`config.mk`:
```
export PLATFORM = sky130hd
export DESIGN_NAME = axis_vid_out_framer_flat
export DESIGN_NICKNAME = d
export VERILOG_FILES = /design/src/rtl/axis_vid_out_framer_if.sv /design/src/rtl/axis_vid_out_framer.sv /design/src/flat_wrapper.sv
export SDC_FILE = /design/constraint.sdc
export NUM_CORES = 1
export LEC_CHECK = 0
export CORE_MARGIN = 2
export CORE_UTILIZATION = 30
export CTS_CLUSTER_DIAMETER = 40
export DETAILED_ROUTE_END_ITERATION = 10
export PLACE_DENSITY = 0.61
export SETUP_SLACK_MARGIN = 0.4
export SKIP_CTS_REPAIR_TIMING = 1
export SLEW_MARGIN = 20
export SYNTH_ARGS = -nofsm -noshare
export SYNTH_HDL_FRONTEND = slang
export SYNTH_SLANG_ARGS = --single-unit
```
`constraint.sdc`:
```
create_clock -name clk -period 3.4 [get_ports clk]
set_input_delay 0.51 -clock clk [delete_from_list [all_inputs] [get_ports clk]]
set_output_delay 0.51 -clock clk [all_outputs]
set_load 0.05 [all_outputs]
```
`src/rtl/axis_vid_out_framer_if.sv`:
```
// AXI4-Stream bundle shared by the framer's upstream pixel port and its video output port.
interface axis_vid_out_framer_if #(
    parameter int DATA_WIDTH = 24
);
    logic                  tvalid;
    logic                  tready;
    logic [DATA_WIDTH-1:0] tdata;
    logic                  tuser;
    logic                  tlast;

    modport master (output tvalid, tdata, tuser, tlast, input tready);
    // The upstream side carries no start-of-frame marker.
    modport slave  (input tvalid, tdata, tlast, output tready);
endinterface

```
`src/rtl/axis_vid_out_framer.sv`:
```
// Re-frames the upscaler pixel stream as AXI4-Stream video (tuser = start of frame,
// tlast = end of line) behind a registered output/skid pair, checking upstream tlast.
module axis_vid_out_framer #(
    parameter int DATA_WIDTH     = 24,
    parameter int DST_IMG_WIDTH  = 3840,
    parameter int DST_IMG_HEIGHT = 2160,
    parameter int COL_W          = $clog2(DST_IMG_WIDTH),
    parameter int ROW_W          = $clog2(DST_IMG_HEIGHT) + 1
) (
    input  logic                  clk,
    input  logic                  rst,
    input  logic                  enable,
    input  logic                  clr_err,
    axis_vid_out_framer_if.slave  s_axis,
    axis_vid_out_framer_if.master m_axis,
    output logic                  frame_done,
    output logic                  err_tlast
);
    localparam logic [COL_W-1:0] COL_LAST = COL_W'(DST_IMG_WIDTH - 1);
    localparam logic [ROW_W-1:0] ROW_LAST = ROW_W'(DST_IMG_HEIGHT - 1);

    typedef struct packed {
        logic [DATA_WIDTH-1:0] data;
        logic                  sof;
        logic                  eol;
        logic                  eof;
    } beat_t;

    logic [COL_W-1:0] col_q, col_d;
    logic [ROW_W-1:0] row_q, row_d;
    beat_t            out_q, out_d, skd_q, skd_d, in_beat;
    logic             out_vld_q, out_vld_d;
    logic             skd_vld_q, skd_vld_d;
    logic             rdy_q, rdy_d;
    logic             done_q, done_d;
    logic             err_q, err_d;
    logic             acc, out_xfer, at_eol, at_eof, early_last;

    always_comb begin
        acc        = s_axis.tvalid & rdy_q;
        out_xfer   = out_vld_q & m_axis.tready;
        at_eol     = (col_q == COL_LAST);
        at_eof     = at_eol && (row_q == ROW_LAST);
        early_last = s_axis.tlast & ~at_eof;

        // An upstream tlast always closes the line and the frame on the output side.
        in_beat.data = s_axis.tdata;
        in_beat.sof  = (col_q == '0) && (row_q == '0);
        in_beat.eol  = at_eol | s_axis.tlast;
        in_beat.eof  = at_eof | s_axis.tlast;

        col_d = col_q;
        row_d = row_q;
        if (acc) begin
            if (early_last) begin
                col_d = '0;
                row_d = '0;
            end else if (at_eol) begin
                col_d = '0;
                row_d = at_eof ? '0 : row_q + ROW_W'(1);
            end else begin
                col_d = col_q + COL_W'(1);
            end
        end

        out_d     = out_q;
        out_vld_d = out_vld_q;
        skd_d     = skd_q;
        skd_vld_d = skd_vld_q;
        // A full skid slot implies ready was low, so no accept can collide with the refill.
        if (skd_vld_q) begin
            if (out_xfer) begin
                out_d     = skd_q;
                skd_vld_d = 1'b0;
            end
        end else if (acc) begin
            if (!out_vld_q || out_xfer) begin
                out_d     = in_beat;
                out_vld_d = 1'b1;
            end else begin
                skd_d     = in_beat;
                skd_vld_d = 1'b1;
            end
        end else if (out_xfer) begin
            out_vld_d = 1'b0;
        end

        rdy_d  = enable & ~skd_vld_d;
        done_d = out_xfer & out_q.eof;
        err_d  = (acc && (s_axis.tlast != at_eof)) ? 1'b1 : (clr_err ? 1'b0 : err_q);
    end

    always_ff @(posedge clk or posedge rst) begin
        if (rst) begin
            col_q     <= '0;
            row_q     <= '0;
            out_q     <= '0;
            skd_q     <= '0;
            out_vld_q <= 1'b0;
            skd_vld_q <= 1'b0;
            rdy_q     <= 1'b0;
            done_q    <= 1'b0;
            err_q     <= 1'b0;
        end else begin
            col_q     <= col_d;
            row_q     <= row_d;
            out_q     <= out_d;
            skd_q     <= skd_d;
            out_vld_q <= out_vld_d;
            skd_vld_q <= skd_vld_d;
            rdy_q     <= rdy_d;
            done_q    <= done_d;
            err_q     <= err_d;
        end
    end

    assign s_axis.tready = rdy_q;
    assign m_axis.tvalid = out_vld_q;
    assign m_axis.tdata  = out_q.data;
    assign m_axis.tuser  = out_q.sof;
    assign m_axis.tlast  = out_q.eol;
    assign frame_done    = done_q;
    assign err_tlast     = err_q;
endmodule
```
`src/flat_wrapper.sv`:
```
// flat-port wrapper written by rule: the top's interface ports become plain ports
module axis_vid_out_framer_flat 
#(
    parameter int DATA_WIDTH     = 24,
    parameter int DST_IMG_WIDTH  = 3840,
    parameter int DST_IMG_HEIGHT = 2160,
    parameter int COL_W          = $clog2(DST_IMG_WIDTH),
    parameter int ROW_W          = $clog2(DST_IMG_HEIGHT) + 1
)
  (clk, rst, enable, clr_err, frame_done, err_tlast, s_axis_tvalid, s_axis_tdata, s_axis_tlast, s_axis_tready, m_axis_tvalid, m_axis_tdata, m_axis_tuser, m_axis_tlast, m_axis_tready);
  axis_vid_out_framer_if #(.DATA_WIDTH(DATA_WIDTH)) s_axis_i ();
  axis_vid_out_framer_if #(.DATA_WIDTH(DATA_WIDTH)) m_axis_i ();
  input  logic clk;
  input  logic rst;
  input  logic enable;
  input  logic clr_err;
  output logic frame_done;
  output logic err_tlast;
  input wire logic [$bits(s_axis_i.tvalid)-1:0] s_axis_tvalid;
  input wire logic [$bits(s_axis_i.tdata)-1:0] s_axis_tdata;
  input wire logic [$bits(s_axis_i.tlast)-1:0] s_axis_tlast;
  output wire logic [$bits(s_axis_i.tready)-1:0] s_axis_tready;
  output wire logic [$bits(m_axis_i.tvalid)-1:0] m_axis_tvalid;
  output wire logic [$bits(m_axis_i.tdata)-1:0] m_axis_tdata;
  output wire logic [$bits(m_axis_i.tuser)-1:0] m_axis_tuser;
  output wire logic [$bits(m_axis_i.tlast)-1:0] m_axis_tlast;
  input wire logic [$bits(m_axis_i.tready)-1:0] m_axis_tready;
  assign s_axis_i.tvalid = s_axis_tvalid;
  assign s_axis_i.tdata = s_axis_tdata;
  assign s_axis_i.tlast = s_axis_tlast;
  assign s_axis_tready = s_axis_i.tready;
  assign m_axis_tvalid = m_axis_i.tvalid;
  assign m_axis_tdata = m_axis_i.tdata;
  assign m_axis_tuser = m_axis_i.tuser;
  assign m_axis_tlast = m_axis_i.tlast;
  assign m_axis_i.tready = m_axis_tready;
  axis_vid_out_framer #(.DATA_WIDTH(DATA_WIDTH), .DST_IMG_WIDTH(DST_IMG_WIDTH), .DST_IMG_HEIGHT(DST_IMG_HEIGHT), .COL_W(COL_W), .ROW_W(ROW_W)) u_core (.clk(clk), .rst(rst), .enable(enable), .clr_err(clr_err), .s_axis(s_axis_i), .m_axis(m_axis_i), .frame_done(frame_done), .err_tlast(err_tlast));
endmodule
```
==> results.py <==
metrics = {
    "cts": {
        "clkLatencyLatePin_ns": 0.35,
        "cts_tree": "done",
        "cts_root_buffer": "clkbuf_16",
        "numCtsBuffers": 9,
        "htreeDepth": 3,
        "clk_pin_slew_ns": 0.06,
        "cts_buffer_depth": 2,
        "clock_sinks": 84,
    },
    "global_routing": {
        "grt_pass1_vias": 3084,
        "grt_usage": 0.1279,
        "antenna_found_initial": 0,
        "gr-total-overflow": 0,
        "grt_pass1_wl_um": 15040,
        "grt_max_degree": 44,
    },
    "synth": {
        "synthFlopType": "dfrtp_1",
        "synth_top_area_share": 0.4966,
        "yosys_warnings": 0,
        "yosys-top-cells-area": "dfrtp_1 (50%), mux2_2 (6.7%), mux2i_1 (5.9%), o21ai_0 (4.8%), buf_4 (4.3%)",
        "ys_seq_area_frac": 0.4966,
        "syn-num-nets": 449,
        "async_flop_share": 1.000,
        "syn_inst": 412,
        "synthesis.area_mm2": 0.004233,
        "synth_area_leader_cell": "dfrtp_1",
        "yosys.cell_types.count": 48,
        "synth_seq_cells": 84,
        "syn_area_per_cell_um2": 10.27,
        "synth_edf_count": 0,
    },
    "timing": {
        "fin_crit_ns": 2.959,
        "rsz0062_at_grt": "true",
        "worstMarginPinSlew_ns": 0.9690,
        "relSlewSlack": 0.3540,
        "max_clock_freq_mhz": 338.0,
        "skew_ns": 0.005477,
        "setup_slack_ns": 0.4413,
        "fin_tns_setup_ns": 0,
        "post-route-period-util": 0.8702,
        "report.final.slew_viol_count": 0,
        "final-hold-violation-count": 0,
        "setup_viol": 0,
    },
    "power": {
        "power.density_mw_per_mm2": 801.7,
        "total_power_mw": 4.175,
        "p_leak_nw": 2.105,
        "peakVddDrop_uv": 310.3,
    },
    "finish": {
        "final_common_cell": "dfrtp_1",
        "finalCoreUtilization": 0.3766,
        "layout.cells.non_filler": 634,
        "diodes": 0,
        "final_nets": 486,
        "drive_gt1_frac": 0.1498,
        "num-fill-cells": 1344,
        "area_growth_syn_to_layout_pct": 23.03,
        "final_cell_mix": "dfrtp_1 (83), clkdlybuf4s50_1 (60), nand2_1 (42), o21ai_0 (41)",
    },
    "route": {
        "wl_per_cell_um": 14.66,
        "wl_um": 9296,
        "drc": 0,
        "first_pass_iters": 4,
        "vias": 3177,
        "routed_via_density": 5.011,
        "ant_nets": 0,
        "first_iter_violations": 223,
    },
    "placed_design": {
        "hpwl_um": 6370,
        "pre_cts_slack_ns": 0.4219,
        "io_buffers": 60,
        "place_congestion": 0.8703,
        "dpl.cell_count": 617,
    },
    "min_path": {
        "hold_start": "u_core.m_axis.tdata[18]$_DFFE_PP0P_",
        "holdCritPathClass": "flip-flop to flip-flop",
    },
    "setup_path": {
        "crit_chain": "ha_2 -> nand4_4 -> or3_1 -> or2_2 -> ha_1 -> nand3b_1 -> or4_1 -> or4b_1 -> nand3_1",
        "ff2ff_setup_slack_ns": 0.44,
        "end_kind": "flip-flop",
        "cpPeakStageDelay_ns": 0.50,
        "path_max_fanout": 8,
        "reg2reg_depth": 9,
        "r2r_end": "u_core.row_q[10]$_DFFE_PP0P_",
        "crit_slowest_cell": "or4b_1",
        "r2r-start": "u_core.col_q[0]$_DFFE_PP0P_",
        "startpoint": "u_core.col_q[0]$_DFFE_PP0P_",
        "worst_setup_path_start_kind": "flip-flop",
        "crit_type": "flip-flop to flip-flop",
        "critPathArrivalTime_ns": 3.24,
        "worstPathRequired_ns": 3.68,
        "cp-endpoint": "u_core.row_q[10]$_DFFE_PP0P_",
    },
    "floorplanning": {
        "rows": 43,
        "ioPinCount": 61,
        "coreArea_mm2": 0.01383,
        "start_util": 0.3061,
        "die_x_um": 122.8,
        "die-area_mm2": 0.01507,
        "fp.dieH_um": 122.8,
    },
    "run": {
        "max_cap_violations": 0,
    },
    "run_status": {
        "outcome": "complete, no violations",
    },
}
-- final cells by class --
| class | count | area [um2] | share of cell area |
|---|---|---|---|
| clock inverters | 6 | 46.29 | 0.008890 |
| multi-input cells | 268 | 1837 | 0.3527 |
| flip-flops and latches | 84 | 2103 | 0.4039 |
| repair buffers | 72 | 703.2 | 0.1350 |
| inverters | 14 | 53.80 | 0.01033 |
| well taps | 180 | 225.2 | 0.04325 |
| clock buffers | 10 | 239.0 | 0.04589 |
-- metal layers --
| metal | share of wire | global-route usage |
|---|---|---|
| met1 | 0.46 | 0.1648 |
| met2 | 0.47 | 0.2044 |
| met3 | 0.055 | 0.03532 |
| met4 | 0.014 | 0.04813 |
| met5 | 0 | 0 |
-- worst min-delay path by stage --
stage	to	cells past startpoint
floorplan	u_core.out_q[0]$_DFFE_PP0P_	2
global placement	u_core.m_axis.tdata[13]$_DFFE_PP0P_	2
detailed placement	u_core.m_axis.tdata[18]$_DFFE_PP0P_	2
global route	u_core.skd_q[6]$_DFFE_PP0P_	1
CTS	u_core.m_axis.tdata[18]$_DFFE_PP0P_	2
finish	u_core.m_axis.tdata[18]$_DFFE_PP0P_	2
-- registers in the layout, indices dropped and copies added (netlist names) --
name	cells
u_core.col_q	12
u_core.err_tlast	1
u_core.frame_done	1
u_core.m_axis.tdata	24
u_core.m_axis.tlast	1
u_core.m_axis.tuser	1
u_core.m_axis.tvalid	1
u_core.out_q	1
u_core.row_q	13
u_core.s_axis.tready	1
u_core.skd_q	27
u_core.skd_vld_q	1
-- kinds of logic (layout without fill, tap and decap cells) --
kind of cell | after synthesis | in the layout | share of synthesized area
xor+xnor | 7 | 7 | 0.01448
mux | 50 | 50 | 0.1256
buf+inv | 60 | 102 | 0.07538
simple gates | 127 | 127 | 0.1584
flops | 84 | 84 | 0.4966
compound gates | 78 | 78 | 0.1117
fa+ha+maj | 6 | 6 | 0.01774
-- power breakdown --
part | leakage, nW | internal (mW) | total [mW] | switching, mW
clock network | 0.136 | 0.521 | 0.947 | 0.425
logic | 0.893 | 0.652 | 1.61 | 0.960
registers | 1.08 | 1.33 | 1.62 | 0.282
total | 2.11 | 2.51 | 4.17 | 1.67
-- critical path: cells and delay by family, from the launching register on --
kind	cells	cell delay (ns)
simple gates	7	2.07
fa+ha+maj	2	0.44
flops	1	0.39
-- Yosys cell counts (all sizes together) (2+ instances only) --
library cell,n
nor3,4
and3,2
nor4,7
o31a,2
o22ai,4
nand4b,2
mux2i,25
dfrtp,84
a31oi,4
o211ai,4
and2,2
mux2,25
nand2b,2
inv,13
xor2,2
nand2,42
buf,30
or3,6
o21ai,42
or2,6
nand3b,3
nor2,22
nand4,7
ha,6
o31ai,7
clkbuf,16
nand3,11
a21oi,6
or4,6
xnor2,5
o2111ai,5
-- stage by stage --
stage | cell area [um2] | hold slack [ns]
2_1_floorplan | 4235 | 0.4429
3_3_place_gp | 4912 | 0.4600
3_5_place_dp | 4912 | 0.4699
4_1_cts | 5197 | 0.4845
5_1_grt | 5207 | 0.5196
6_report | 5207 | 0.4809
No activity file was read; power rests on OpenSTA's default activity.
